`src/rtl/chimp_board_renderer.sv`:
```
// Streams the 8x8 chimp board to the VGA plotter, one valid/ready pixel at a time.
// Optional CHIMP_RENDER_DIRTY_EN skips cells that are unchanged since they were last drawn.
module chimp_board_renderer #(
    parameter int         CELL_PX    = 12,
    parameter int         GAP        = 2,
    parameter int         ORIGIN_X   = 8,
    parameter int         ORIGIN_Y   = 8,
    parameter logic [2:0] COL_BG     = 3'b000,
    parameter logic [2:0] COL_HIDDEN = 3'b111,
    parameter logic [2:0] COL_SHOWN  = 3'b011
) (
    input  logic         clk,
    input  logic         iReset,
    input  logic [447:0] iBoard,
    input  logic         iStart,
    input  logic         iPlotReady,
    output logic [7:0]   oX,
    output logic [6:0]   oY,
    output logic [2:0]   oColour,
    output logic         oPlot,
    output logic         oBusy,
    output logic         oDone
);

    localparam int PW = $clog2(CELL_PX + 1);
    localparam logic [PW-1:0] LAST_P = PW'(CELL_PX - 1);
    localparam logic [PW-1:0] EDGE_P = PW'(CELL_PX - GAP);

    typedef enum logic [2:0] {
        S_IDLE  = 3'd0,
        S_LATCH = 3'd1,
        S_CELL  = 3'd2,
        S_DRAW  = 3'd3,
        S_NEXT  = 3'd4,
        S_FIN   = 3'd5
    } state_t;

    state_t         state_q;
    logic [447:0]   snap_q;
    logic [5:0]     cell_q;
    logic [PW-1:0]  px_q, py_q;
    logic [2:0]     cell_col_q;
    logic [7:0]     x_q;
    logic [6:0]     y_q;
    logic [2:0]     colour_q;
    logic           plot_q, busy_q, done_q;

    logic [6:0]     snap_cells [64];
    logic [2:0]     cell_x, cell_y;
    logic [5:0]     cell_idx;
    logic [6:0]     cell_val;
    logic [2:0]     cell_col;
    logic           cell_skip;
    logic           last_pix, accept;

    logic [PW-1:0]  px_d, py_d;
    logic [2:0]     base_col;
    logic [7:0]     x_d;
    logic [6:0]     y_d;
    logic [2:0]     colour_d;

    genvar gi;
    generate
        for (gi = 0; gi < 64; gi++) begin : g_snap
            assign snap_cells[gi] = snap_q[gi*7 +: 7];
        end
    endgenerate

    // Board storage is x-major, while the walk is y-major with x fastest.
    assign cell_x   = cell_q[2:0];
    assign cell_y   = cell_q[5:3];
    assign cell_idx = {cell_x, cell_y};
    assign cell_val = snap_cells[cell_idx];
    assign last_pix = (px_q == LAST_P) && (py_q == LAST_P);
    assign accept   = plot_q && iPlotReady;

    always_comb begin
        cell_col = COL_BG;
        if (cell_val[6]) begin
            cell_col = cell_val[5] ? COL_SHOWN : COL_HIDDEN;
        end
    end

    // Pixel to present next: the cell's first pixel from CELL, the successor from DRAW.
    always_comb begin
        px_d     = '0;
        py_d     = '0;
        base_col = cell_col;
        if (state_q != S_CELL) begin
            base_col = cell_col_q;
            if (px_q == LAST_P) begin
                py_d = py_q + PW'(1);
            end else begin
                px_d = px_q + PW'(1);
                py_d = py_q;
            end
        end
        x_d      = 8'(ORIGIN_X) + 8'(cell_x) * 8'(CELL_PX) + 8'(px_d);
        y_d      = 7'(ORIGIN_Y) + 7'(cell_y) * 7'(CELL_PX) + 7'(py_d);
        colour_d = ((px_d >= EDGE_P) || (py_d >= EDGE_P)) ? COL_BG : base_col;
    end

`ifdef CHIMP_RENDER_DIRTY_EN
    logic [447:0] shadow_q;
    logic [63:0]  shadow_vld_q;
    logic [6:0]   shadow_cells [64];
    logic [8:0]   cell_base;

    generate
        for (gi = 0; gi < 64; gi++) begin : g_shadow
            assign shadow_cells[gi] = shadow_q[gi*7 +: 7];
        end
    endgenerate

    assign cell_base = 9'(cell_idx) * 9'd7;
    assign cell_skip = shadow_vld_q[cell_idx] && (shadow_cells[cell_idx] == cell_val);

    always_ff @(posedge clk) begin
        if (iReset) begin
            shadow_q     <= '0;
            shadow_vld_q <= '0;
        end else if ((state_q == S_DRAW) && accept && last_pix) begin
            shadow_q[cell_base +: 7] <= cell_val;
            shadow_vld_q[cell_idx]   <= 1'b1;
        end
    end
`else
    assign cell_skip = 1'b0;
`endif

    always_ff @(posedge clk) begin
        if (iReset) begin
            state_q    <= S_IDLE;
            snap_q     <= '0;
            cell_q     <= '0;
            px_q       <= '0;
            py_q       <= '0;
            cell_col_q <= '0;
            x_q        <= '0;
            y_q        <= '0;
            colour_q   <= '0;
            plot_q     <= 1'b0;
            busy_q     <= 1'b0;
            done_q     <= 1'b0;
        end else begin
            case (state_q)
                S_IDLE: begin
                    if (iStart) begin
                        busy_q  <= 1'b1;
                        state_q <= S_LATCH;
                    end
                end
                S_LATCH: begin
                    snap_q  <= iBoard;
                    cell_q  <= '0;
                    state_q <= S_CELL;
                end
                S_CELL: begin
                    if (cell_skip) begin
                        state_q <= S_NEXT;
                    end else begin
                        px_q       <= px_d;
                        py_q       <= py_d;
                        cell_col_q <= cell_col;
                        x_q        <= x_d;
                        y_q        <= y_d;
                        colour_q   <= colour_d;
                        plot_q     <= 1'b1;
                        state_q    <= S_DRAW;
                    end
                end
                S_DRAW: begin
                    if (accept) begin
                        if (last_pix) begin
                            plot_q  <= 1'b0;
                            state_q <= S_NEXT;
                        end else begin
                            px_q     <= px_d;
                            py_q     <= py_d;
                            x_q      <= x_d;
                            y_q      <= y_d;
                            colour_q <= colour_d;
                        end
                    end
                end
                S_NEXT: begin
                    if (cell_q == 6'd63) begin
                        done_q  <= 1'b1;
                        state_q <= S_FIN;
                    end else begin
                        cell_q  <= cell_q + 6'd1;
                        state_q <= S_CELL;
                    end
                end
                S_FIN: begin
                    done_q  <= 1'b0;
                    busy_q  <= 1'b0;
                    state_q <= S_IDLE;
                end
                default: state_q <= S_IDLE;
            endcase
        end
    end

    assign oX      = x_q;
    assign oY      = y_q;
    assign oColour = colour_q;
    assign oPlot   = plot_q;
    assign oBusy   = busy_q;
    assign oDone   = done_q;

endmodule

```
`config.mk`:
```
export PLATFORM = sky130hd
export DESIGN_NAME = chimp_board_renderer
export DESIGN_NICKNAME = d
export VERILOG_FILES = /design/src/rtl/chimp_board_renderer.sv
export SDC_FILE = /design/constraint.sdc
export NUM_CORES = 1
export LEC_CHECK = 0
export ABC_AREA = 1
export BUFFER_PORTS_ARGS = -buffer_cell sky130_fd_sc_hd__buf_4
export CAP_MARGIN = 20
export CORE_AREA = 3 3 182 184
export CTS_CLUSTER_DIAMETER = 120
export DETAILED_ROUTE_END_ITERATION = 10
export DIE_AREA = 0 0 185 187
export PLACE_DENSITY = 0.54
export SYNTH_ARGS = -nofsm -noshare
export SYNTH_HDL_FRONTEND = slang
export SYNTH_SLANG_ARGS = --single-unit
export TNS_END_PERCENT = 5
```
`constraint.sdc`:
```
create_clock -name clk -period 3.6 [get_ports clk]
set_input_delay 0.36 -clock clk [delete_from_list [all_inputs] [get_ports clk]]
set_output_delay 0.36 -clock clk [all_outputs]
set_load 0.05 [all_outputs]
```
# Word level (Yosys, flattened, before mapping)
# Index checks and enable logic that the tools add are counted.
[word_totals] ff_bits=489 word_cells=94 output_inout_bits=21
[op_classes] order_cmp=3 muxes=40 addsub=7 n_eq_ne=15 n_reduce_logical=14 n_mul=2 bitwise_logic=1
[ops] op="binary-select mux 7 bit (select 6 bit)" count=1
[ops] op="two-way mux 4 bit" count=8
[ops] op="two-way mux 3 bit" count=10
[ops] op="two-way mux 7 bit" count=4
[ops] op="two-way mux 8 bit" count=2
[ops] op="case mux 4 bit (2 select lines)" count=2
[ops] op="case mux 8 bit (2 select lines)" count=1
[ops] op="case mux 3 bit (5 select lines)" count=1
[ops] op="case mux 7 bit (2 select lines)" count=1
[ops] op="inequality test 2 bit, second input constant" count=6
[ops] op="case mux 6 bit (2 select lines)" count=1
[ops] op="multiplier 3 x 2 -> 5 bit, second input constant" count=2
[ops] op="AND reduction 3 bit" count=3
[ops] op="adder 4 x 1 -> 4 bit, second input constant" count=2
[ops] op="adder 4 x 7 -> 8 bit, first input constant" count=1
[ops] op="adder 8 x 4 -> 8 bit" count=1
[ops] op="equality test 4 bit, second input constant" count=2
[ops] op=">= comparator 4 bit, second input constant" count=2
[ops] op="nonzero test 2 bit" count=4
[ops] op="adder 4 x 7 -> 7 bit, first input constant" count=1
[ops] op="adder 7 x 4 -> 7 bit" count=1
[ops] op=">= comparator 7 bit, second input constant" count=1
[ops] op="NOT 6 -> 7 bit" count=1
[ops] op="adder 6 x 1 -> 6 bit, second input constant" count=1
[ops] op="13 further kinds" count=23

# Logic depth before layout (Yosys ltp)
# Gate-level depths: netlist of the first run.
[depth] word_depth=11 mapped_depth=17

# Least setup slack after synthesis of the first run
# OpenSTA, ideal clock, no wires.
[synth_timing] path_kind="flip-flop to flip-flop" startpoint="register px_q[0]" endpoint="register y_q[4], in the netlist oY[4]" path_buffers=0 setup_ns=0.071 synth_period_minus_slack_ns=2.451 stages_incl_launch_ff=14 path_slack_ns=1.149 required_ns=3.529 arrival_ns=2.381 cell_sequence="dfxtp_1 ha_1 nand3_2 nor2_1 nand3_1 nand2_1 nand3_1 ha_1 inv_1 ha_1 inv_1 fa_1 or2_2 a21oi_1"
[synth_via] elab_chain_len=7
[synth_rtl] item="start, declared" line="41" text="logic [PW-1:0] px_q, py_q;"
[synth_rtl] item="start signal, assigned" line="162" text="px_q <= px_d;"
[synth_rtl] item="start signal, assigned" line="178" text="px_q <= px_d;"
[synth_rtl] item="equality test 4 bit *" line="74, 91"
[synth_rtl] item="two-way mux 4 bit" line="91" text="if (px_q == LAST_P) begin"
[synth_rtl] item="two-way mux 4 bit" line="89" text="if (state_q != S_CELL) begin"
[synth_rtl] item="adder 7 x 4 -> 7 bit" line="99" text="y_d = 7'(ORIGIN_Y) + 7'(cell_y) * 7'(CELL_PX) + 7'(py_d);"
[synth_rtl] item="two-way mux 7 bit" line="174" text="if (last_pix) begin"
[synth_rtl] item="two-way mux 7 bit" line="173" text="if (accept) begin"
[synth_rtl] item="case mux 7 bit (2 select lines)" line="146" text="case (state_q)"
[synth_rtl] item="end signal, assigned" line="166" text="y_q <= y_d;"
[synth_rtl] item="end signal, assigned" line="181" text="y_q <= y_d;"
[synth_rtl] item="end, declared" line="44" text="logic [6:0] y_q;"
# Mark *: on every way between the ends. The rest lies on a longest branch, timed or not. The select of a mux whose other input is x is not followed.
# A chain may end at the register's enable or synchronous reset.

# Worst setup path after layout of the first run
# Same ends and word-level chain as after synthesis.

==> metrics.csv, run 1 <==
stage,metric,value,unit
logic_synthesis,async_flop_share,0,
floorplan,die_x,185,µm
route,drt_wl_total,26200,µm
clock_tree,cts_tree,built,
placed_design,port_buffers,152,
clock_tree,worstSkewPairLatency,0.43,ns
timing,final.min_clock_period,2.72,ns
route,vias,7497,
logic_synthesis,yosysMostFrequentCell,nor2_1,
placed_design,globalplace.congestion,0.819,
timing,tightest_slew,0.658,ns
global_routing,antenna_found_initial,1,
critical_path,crit_path_end_kind,register,
route,drcViolationCount,0,
logic_synthesis,synth_edf_count,0,
layout,ff_latch_area,0.00326,mm²
global_routing,overflow,0,
floorplan,core,0.0316,mm²
timing,skew,0.0121,ns
run_status,outcome,"complete, no violations",
layout,diodes,0,
layout,multiInputGateArea,0.00380,mm²
route,wl_per_cell,16.0,µm
power_and_ir_drop,comb_power_share,0.269,
timing,slew_headroom,0.561,
route,drt_iter0_drc,518,
logic_synthesis,synth_cells,1116,
clock_tree,clkSinkCount,163,
floorplan,io_pins,473,
global_routing,grt_pass1_vias,7391,
logic_synthesis,synthDistinctLibCells,38,
logic_synthesis,ys_warn_count,0,
flow_run,maxCapViolations,0,
critical_path,startpoint,px_q[0],
global_routing,grt_use_total,0.150,
critical_path,start_kind,register,
critical_path,path_class,register to register,
clock_tree,postCtsSetupRepairBufs,0,
critical_path,reg2reg_from,px_q[0],
power_and_ir_drop,power.switching,2.13,mW
critical_path,crit_required,3.97,ns
route,drtAntennaViolNets,0,
timing,maxSlewViolCount,0,
power_and_ir_drop,sw_frac_of_total,0.358,
logic_synthesis,syn_area_per_cell,6.89,µm²
floorplan,die_h,187,µm
global_routing,grt_start_max_net_pins,106,
logic_synthesis,yosys.area.top_type_share,0.425,
layout,post-route-util,0.307,
min_path,hp-class,input pin to register,
global_routing,grt_pass1_wl,40600,µm
layout,nets,1696,
logic_synthesis,yosysSeqAreaShare,0.425,
route,viasPerCell,4.58,
critical_path,crit_end,oY[4],
power_and_ir_drop,powerDensity,615,mW/mm²
logic_synthesis,synth_common_cells,"273 x nor2_1, 199 x nand2_1, 163 x dfxtp_1, 145 x o21ai_0, 116 x nand3_1",
critical_path,crit_fanout,6,
timing,rsz0062_at_grt,no,
critical_path,critPathArrivalTime,3.09,ns
logic_synthesis,yosysTopAreaCell,dfxtp_1,
timing,tns,0,ns
layout,fill_cells,3489,
placed_design,hpwl,18100,µm
layout,drive_gt1_frac,0.179,
timing,timing.fmax,0.367,GHz
route,drt_pass1_iterations,4,
power_and_ir_drop,ir_drop,0.334,mV
floorplan,rows,65,
power_and_ir_drop,p_leak,4.37,nW
floorplan,start_util,0.244,
floorplan,dieArea,0.0346,mm²
critical_path,reg2reg_depth,13,
logic_synthesis,syn_nets,1589,
clock_tree,cts_resized,0,
clock_tree,clk_pin_slew_worst_paths,0.08,ns
clock_tree,htree_levels,4,
power_and_ir_drop,clkPwrFrac,0.326,
power_and_ir_drop,p_int,3.83,mW
power_and_ir_drop,p_seq_frac,0.405,
critical_path,r2r-end,oY[4],
clock_tree,clockBufferDepth,2,
logic_synthesis,yosys_most_used_dff,dfxtp_1,
critical_path,r2r_setup_slack,0.88,ns
logic_synthesis,synthTopCellsByArea,"dfxtp_1 42%, nor2_1 13%, nand2_1 9.7%",
clock_tree,cts_hold_buffers,0,
timing,setup_violations,0,
timing,holdWs,0.149,ns
layout,area_delta_synth_final,26.2,%
logic_synthesis,ys_seq_elements,163,
timing,period_share,0.757,
timing,hold_violations,0,
logic_synthesis,syn_area,0.00768,mm²
clock_tree,numCtsBuffers,17,
clock_tree,root_buffer,clkbuf_16,
[placed cells by master, fill, tap and decap left out, types with 3 or more instances in the layout]
master / instances
fa_1: 4
a211oi_1: 5
nor3_1: 6
inv_6: 3
o21ai_0: 145
nand2_1: 199
xnor2_1: 5
inv_1: 42
inv_2: 10
buf_4: 165
clkinv_8: 3
dfxtp_1: 162
nand3_1: 116
inv_8: 3
clkbuf_16: 17
xor2_1: 4
ha_1: 17
a21oi_1: 22
nor2_1: 273
[worst min-delay path by stage]
stage | to | cells past startpoint | startpoint
global placement | oX[4] | 2 | oX[4]
finish | snap_q[33] | 3 | iBoard[33]
CTS | snap_q[40] | 3 | iBoard[40]
detailed placement | oY[2] | 2 | oY[2]
floorplan | cell_col_q[1] | 1 | iReset
global route | snap_q[40] | 3 | iBoard[40]
[critical path, cell delays in order, from the launching register on]
cell and delay (ns):
dfxtp_1 0.39, ha_1 0.22, nand3_2 0.15, nor2_1 0.19
nand3_1 0.09, nand2_1 0.06, nand3_1 0.09, ha_1 0.30
inv_1 0.06, ha_1 0.17, inv_1 0.06, fa_1 0.46
or2_2 0.31, a21oi_1 0.12
[kinds of logic (layout without fill, tap and decap cells)]
family	count (synthesis)	after routing	share of synthesized area
adder cells (fa/ha/maj)	21	21	0.0381
AO/OA/AOI/OAI	182	182	0.123
buffers and inverters	135	255	0.0814
flip-flops	163	163	0.425
AND/OR/NAND/NOR	606	606	0.322
XOR/XNOR	9	9	0.0103
[registers in the layout, indices dropped and copies added, names as in the netlist]
| signal | count |
|---|---|
| cell_q | 6 |
| oBusy | 1 |
| oPlot | 1 |
| cell_col_q | 2 |
| px_q | 4 |
| oColour | 2 |
| oX | 6 |
| oDone | 1 |
| oY | 5 |
| py_q | 4 |
| state_q | 3 |
| snap_q | 128 |
[power by group through the flow]
stage          clock network, mW  registers (mW)  logic (mW)
3_5_place_dp                   0            2.44        1.59
4_1_cts                     2.00            2.41        1.61
5_1_grt                     2.06            2.46        1.82
6_report                    1.94            2.41        1.60
2_1_floorplan                  0            2.54       0.971
3_3_place_gp                   0            2.44        1.59
[metrics by stage]
stage	setup slack [ns]	power [mW]	instance area, µm²	instances
final	0.876	5.96	9700	1638
after global placement	0.916	4.03	9040	1605
after global routing	0.618	6.34	9700	1638
after CTS	0.857	6.01	9670	1637
after detailed placement	0.876	4.04	9040	1605
after floorplan	1.15	3.51	7680	1116
[layout make-up]
cell class	count	area share
repair buffers	167	0.133
clock buffers	18	0.0453
clock inverters	14	0.0197
multi-input cells	818	0.392
inverters	56	0.0221
well taps	402	0.0519
flip-flops and latches	163	0.337
[per-layer routing]
| metal | share of wire | GRT usage |
|---|---|---|
| met5 | 0.00057 | 0 |
| met4 | 0.017 | 0.0404 |
| met3 | 0.069 | 0.0457 |
| met2 | 0.45 | 0.231 |
| met1 | 0.47 | 0.204 |
Note: power is estimated with default switching activity, not from simulation.
==> inputs of run 2 (changes only) <==
==> constraint.sdc (replaced) <==
create_clock -name clk -period 2.6 [get_ports clk]
set_input_delay 0.26 -clock clk [delete_from_list [all_inputs] [get_ports clk]]
set_output_delay 0.26 -clock clk [all_outputs]
set_load 0.05 [all_outputs]
==> metrics.csv, run 2 (synthesized netlist as in run 1, its figures left out) <==
stage,metric,value,unit
floorplan,start_util,0.244,
clock_tree,clkSinkCount,163,
critical_path,reg2reg_depth,12,
route,vias,7513,
route,drtAntennaViolNets,0,
layout,largest_reg_flops,128,
timing,timing.fmax,0.411,GHz
critical_path,cp_cell_sequence,buf_4 -> nand3_1 -> xor2_1 -> nor2_2 -> inv_1 -> ha_1 -> inv_1 -> ha_1 -> fa_1 -> xor2_1 -> o21ai_1 -> a21oi_1,
critical_path,r2r-end,oX[5],
global_routing,overflow,0,
placed_design,hpwl,18400,µm
clock_tree,cts_hold_buffers,0,
timing,tightest_slew,0.883,ns
layout,area_delta_synth_final,28.8,%
critical_path,start_kind,register,
critical_path,cp_top_family,adder cells,
placed_design,globalplace.congestion,0.802,
timing,layout_setup_ws,0.165,ns
floorplan,rows,65,
layout,max_flop_register,snap_q,
route,drt_pass1_iterations,5,
global_routing,antenna_found_initial,2,
placed_design,placed_cells,1621,
placed_design,port_buffers,152,
global_routing,grt_start_max_net_pins,99,
layout,drive_gt1_frac,0.198,
clock_tree,clockBufferDepth,2,
run_status,outcome,"complete, no violations",
timing,period_share,0.937,
critical_path,crit_required,2.92,ns
critical_path,path_class,register to register,
critical_path,cp.depth,12,
timing,rsz0062_at_grt,no,
min_path,hp-class,input pin to register,
clock_tree,clk_pin_slew_worst_paths,0.09,ns
critical_path,cp_slowest_cell,fa_1,
floorplan,core,0.0316,mm²
route,drt_iter0_drc,516,
timing,hold_violations,0,
critical_path,crit_fanout,3,
min_path,min_path_cells,3,
floorplan,io_pins,473,
floorplan,die_h,187,µm
layout,most-common-layout-cells,"270 x nor2_1, 199 x nand2_1, 178 x buf_4",
clock_tree,htree_levels,4,
layout,final_common_cell,nor2_1,
power_and_ir_drop,ir_drop,0.473,mV
clock_tree,numCtsBuffers,17,
min_path,hold_path_end,snap_q[40],
global_routing,grt_pass1_wl,41600,µm
global_routing,grt_pass1_vias,7448,
power_and_ir_drop,finalPower,8.29,mW
layout,nets,1712,
layout,post-route-util,0.314,
clock_tree,worstSkewPairLatency,0.44,ns
timing,skew,0.0154,ns
timing,final.min_clock_period,2.43,ns
clock_tree,root_buffer,clkbuf_16,
route,drcViolationCount,0,
layout,diodes,0,
floorplan,die_x,185,µm
flow_run,maxCapViolations,0,
critical_path,crit_buf_inv,3,
min_path,worstHoldStart,iBoard[40],
route,drt_wl_total,26500,µm
critical_path,r2r_setup_slack,0.17,ns
clock_tree,cts_tree,built,
power_and_ir_drop,p_leak,4.46,nW
timing,maxSlewViolCount,0,
timing,setup_violations,0,
critical_path,crit_path_end_kind,register,
critical_path,reg2reg_from,px_q[1],
critical_path,startpoint,px_q[1],
route,wl_per_cell,16.0,µm
floorplan,dieArea,0.0346,mm²
layout,stdcell_count,1654,
placed_design,dp_worst_setup_slack,-0.00218,ns
global_routing,grt_use_total,0.154,
route,viasPerCell,4.54,
critical_path,critPathMaxStageDelay,0.40,ns
critical_path,critPathArrivalTime,2.75,ns
power_and_ir_drop,powerDensity,837,mW/mm²
timing,slew_headroom,0.411,
## run 2: cell types whose count changed in the layout (fill, tap and decap cells not counted), sizes merged
cell / before / now
buf: 167 / 183
inv: 59 / 62
bufinv: 2 / 0
clkbuf: 18 / 17
## run 2: worst max path at each step
stage | end | slack (ns)
6_report | oX[5] | 0.17
3_3_place_gp | oY[4] | 0.03
3_5_place_dp | oY[4] | -0.002
2_1_floorplan | oY[4] | 0.15
4_1_cts | oY[4] | 0.008
5_1_grt | oY[6] | 0.02
## run 2: power by group
part / switching, mW / internal, mW / leakage, nW
Combinational: 1.50 / 0.808 / 2.82
Clock: 1.32 / 1.33 / 0.300
Sequential: 0.281 / 3.05 / 1.34
Total: 3.10 / 5.19 / 4.46
## run 2: through the flow
step | area, µm² | hold WS (ns) | setup TNS, ns
floorplan | 7680 | 0.328 | 0
finish | 9900 | 0.0369 | 0
global placement | 9180 | 0.438 | 0
detailed placement | 9210 | 0.439 | -0.00218
global route | 9900 | 0.0293 | 0
CTS | 9840 | 0.0264 | 0
## run 2: area by class of cell
cell class,instances,area (µm²)
repair buffers,183,1440
flip-flops and latches,163,3270
inverters,56,214
clock inverters,15,196
fillers,3509,21700
multi-input cells,818,3860
well taps,402,503
clock buffers,17,425
## run 2: metal layers
metal / vias to the layer above / part of all wire / track usage
li1: 3835 / - / -
met1: 3442 / 0.46 / 0.208
met2: 196 / 0.45 / 0.231
met3: 36 / 0.067 / 0.0500
met4: 4 / 0.025 / 0.0488
met5: - / 0.0012 / 0
## run 2: worst register-to-register path: cells and delay by family, from the launching register on
family	cells	cell delay, ns
buffers and inverters	3	0.25
adders and majority gates	3	0.90
xor gates and xnor gates	2	0.34
and+or+nand+nor	2	0.25
AOI/OAI and AO/OA	2	0.22
DFF	1	0.36
## run 2: what timing repair did
action / CTS / global route
gates resized for setup: 3 / 16
cloned: 0 / 0
pin swaps: 0 / 4
setup endpoints to repair: 2 / 4
setup buffers: 0 / 1
==> inputs of run 3 (changes only) <==
--- a/config.mk
+++ b/config.mk
@@ -12,7 +12,7 @@
 export CTS_CLUSTER_DIAMETER = 120
 export DETAILED_ROUTE_END_ITERATION = 10
 export DIE_AREA = 0 0 185 187
-export PLACE_DENSITY = 0.54
+export PLACE_DENSITY = 0.56
 export SYNTH_ARGS = -nofsm -noshare
 export SYNTH_HDL_FRONTEND = slang
 export SYNTH_SLANG_ARGS = --single-unit
==> constraint.sdc (replaced) <==
create_clock -name clk -period 2.15 [get_ports clk]
set_input_delay 0.215 -clock clk [delete_from_list [all_inputs] [get_ports clk]]
set_output_delay 0.215 -clock clk [all_outputs]
set_load 0.05 [all_outputs]
==> metrics.csv, run 3 (synthesized netlist as in run 1, its figures left out) <==
stage,metric,value,unit
route,drt_wl_total,27100,µm
timing,timing.fmax,0.429,GHz
critical_path,crit_required,2.52,ns
min_path,hold_path_end,snap_q[97],
layout,drive_gt1_frac,0.227,
global_routing,grt_start_max_net_pins,120,
min_path,hp-class,input pin to register,
power_and_ir_drop,finalPower,9.98,mW
clock_tree,htree_levels,4,
layout,most-common-layout-cells,"270 x nor2_1, 196 x nand2_1, 192 x buf_4",
min_path,min_path_cells,3,
clock_tree,clkSinkCount,163,
floorplan,core,0.0316,mm²
layout,fill_cells,3409,
timing,skew,0.00934,ns
critical_path,critPathArrivalTime,2.70,ns
timing,hold_violations,0,
placed_design,port_buffers,152,
critical_path,path_class,register to register,
critical_path,crit_fanout,4,
floorplan,io_pins,473,
critical_path,crit_path_end_kind,register,
global_routing,antenna_found_initial,3,
layout,stdcell_area,0.0104,mm²
run_status,outcome,finished with violations,
global_routing,grt_pass1_vias,7512,
layout,nets,1750,
route,drt_iter0_drc,562,
min_path,worstHoldStart,iBoard[97],
layout,largest_reg_flops,128,
floorplan,die_h,187,µm
critical_path,r2r-end,oY[4],
global_routing,grt_pass1_wl,42200,µm
placed_design,place_area,0.00944,mm²
route,wl_per_cell,16.0,µm
layout,final_common_cell,nor2_1,
timing,holdWs,0.0149,ns
placed_design,dp_worst_setup_slack,-0.264,ns
route,drcViolationCount,0,
clock_tree,clockBufferDepth,2,
floorplan,start_util,0.244,
timing,slew_headroom,0.694,
clock_tree,clk_pin_slew_worst_paths,0.07,ns
layout,max_flop_register,snap_q,
timing,period_share,1.08,
timing,tightest_slew,0.458,ns
layout,area_delta_synth_final,34.8,%
clock_tree,numCtsBuffers,17,
critical_path,start_kind,register,
route,drtAntennaViolNets,0,
clock_tree,root_buffer,clkbuf_16,
critical_path,reg2reg_depth,13,
critical_path,reg2reg_from,px_q[1],
timing,setup_violations,6,
timing,maxSlewViolCount,0,
global_routing,grt_use_total,0.155,
floorplan,dieArea,0.0346,mm²
timing,rsz0062_at_grt,yes,
global_routing,overflow,0,
placed_design,globalplace.congestion,0.893,
clock_tree,cts_tree,built,
floorplan,die_x,185,µm
power_and_ir_drop,ir_drop,0.484,mV
power_and_ir_drop,p_leak,4.66,nW
flow_run,maxCapViolations,0,
critical_path,r2r_setup_slack,-0.18,ns
timing,final.min_clock_period,2.33,ns
floorplan,rows,65,
route,vias,7696,
route,viasPerCell,4.55,
route,drt_pass1_iterations,5,
run_status,violations,negative setup slack,
placed_design,hpwl,19000,µm
clock_tree,worstSkewPairLatency,0.43,ns
power_and_ir_drop,powerDensity,964,mW/mm²
timing,layout_setup_ws,-0.182,ns
## run 3: cell types whose count changed in the layout (fill, tap and decap cells not counted), sizes merged
cell         change
clkinv           -1
clkinvlp         +3
buf             +23
dlygate4sd3     +15
clkbuf           +2
diode            +1
bufinv           +1
inv              -5
## run 3: layer usage
layer,global-route usage,part of all wire,vias up,wire [µm]
met5,0,0.0013,-,34
met3,0.0440,0.060,17,1630
met4,0.0294,0.0089,4,242
li1,-,-,3912,-
met2,0.244,0.46,193,12500
met1,0.213,0.47,3570,12700
## run 3: worst max-delay path: stages (launching register included)
cell and delay, ns:
dfxtp_4 0.36, ha_4 0.14, nand3_4 0.09, nor2_4 0.14
nand3_2 0.08, nand2_2 0.10, nand3_4 0.09, ha_4 0.28
inv_2 0.04, ha_4 0.15, inv_2 0.05, fa_2 0.42
or2_4 0.24, a21oi_2 0.12
## run 3: where the power goes
part / total, mW / switching [mW] / internal (mW)
Sequential: 4.04 / 0.349 / 3.69
Clock: 2.93 / 1.32 / 1.61
Combinational: 3.00 / 1.88 / 1.12
Total: 9.98 / 3.55 / 6.43
## run 3: worst max-delay path by stage
stage | to | start | depth (start not counted)
6_report | oY[4] | px_q[1] | 13
3_5_place_dp | oY[5] | px_q[1] | 14
4_1_cts | oY[4] | px_q[0] | 13
2_1_floorplan | oY[4] | px_q[1] | 13
3_3_place_gp | oY[4] | px_q[1] | 13
5_1_grt | oY[4] | px_q[1] | 13
## run 3: final cells by class
class | instances | area, µm² | area share
diodes | 1 | 2.50 | 0.000242
clock buffers | 19 | 433 | 0.0418
clock inverters | 13 | 126 | 0.0122
inverters | 56 | 218 | 0.0210
multi-input cells | 818 | 3960 | 0.382
flip-flops and latches | 163 | 3280 | 0.316
well taps | 402 | 503 | 0.0486
repair buffers | 221 | 1840 | 0.178
## run 3: stage by stage
| stage | std cells | utilization | setup TNS, ns |
|---|---|---|---|
| 2_1_floorplan | 1116 | - | -0.380 |
| 3_3_place_gp | 1639 | 0.299 | -0.779 |
| 3_5_place_dp | 1639 | 0.299 | -1.03 |
| 4_1_cts | 1690 | 0.324 | -0.548 |
| 5_1_grt | 1693 | 0.328 | -1.61 |
| 6_report | 1693 | 0.328 | -0.641 |
## run 3: timing repair
item	in CTS	in global routing
pin swaps	10	11
buffers inserted	4	2
cloned	0	0
endpoints found under the hold margin	15	0
setup endpoints to repair	7	13
resized for setup	20	28
hold buffers	15	0
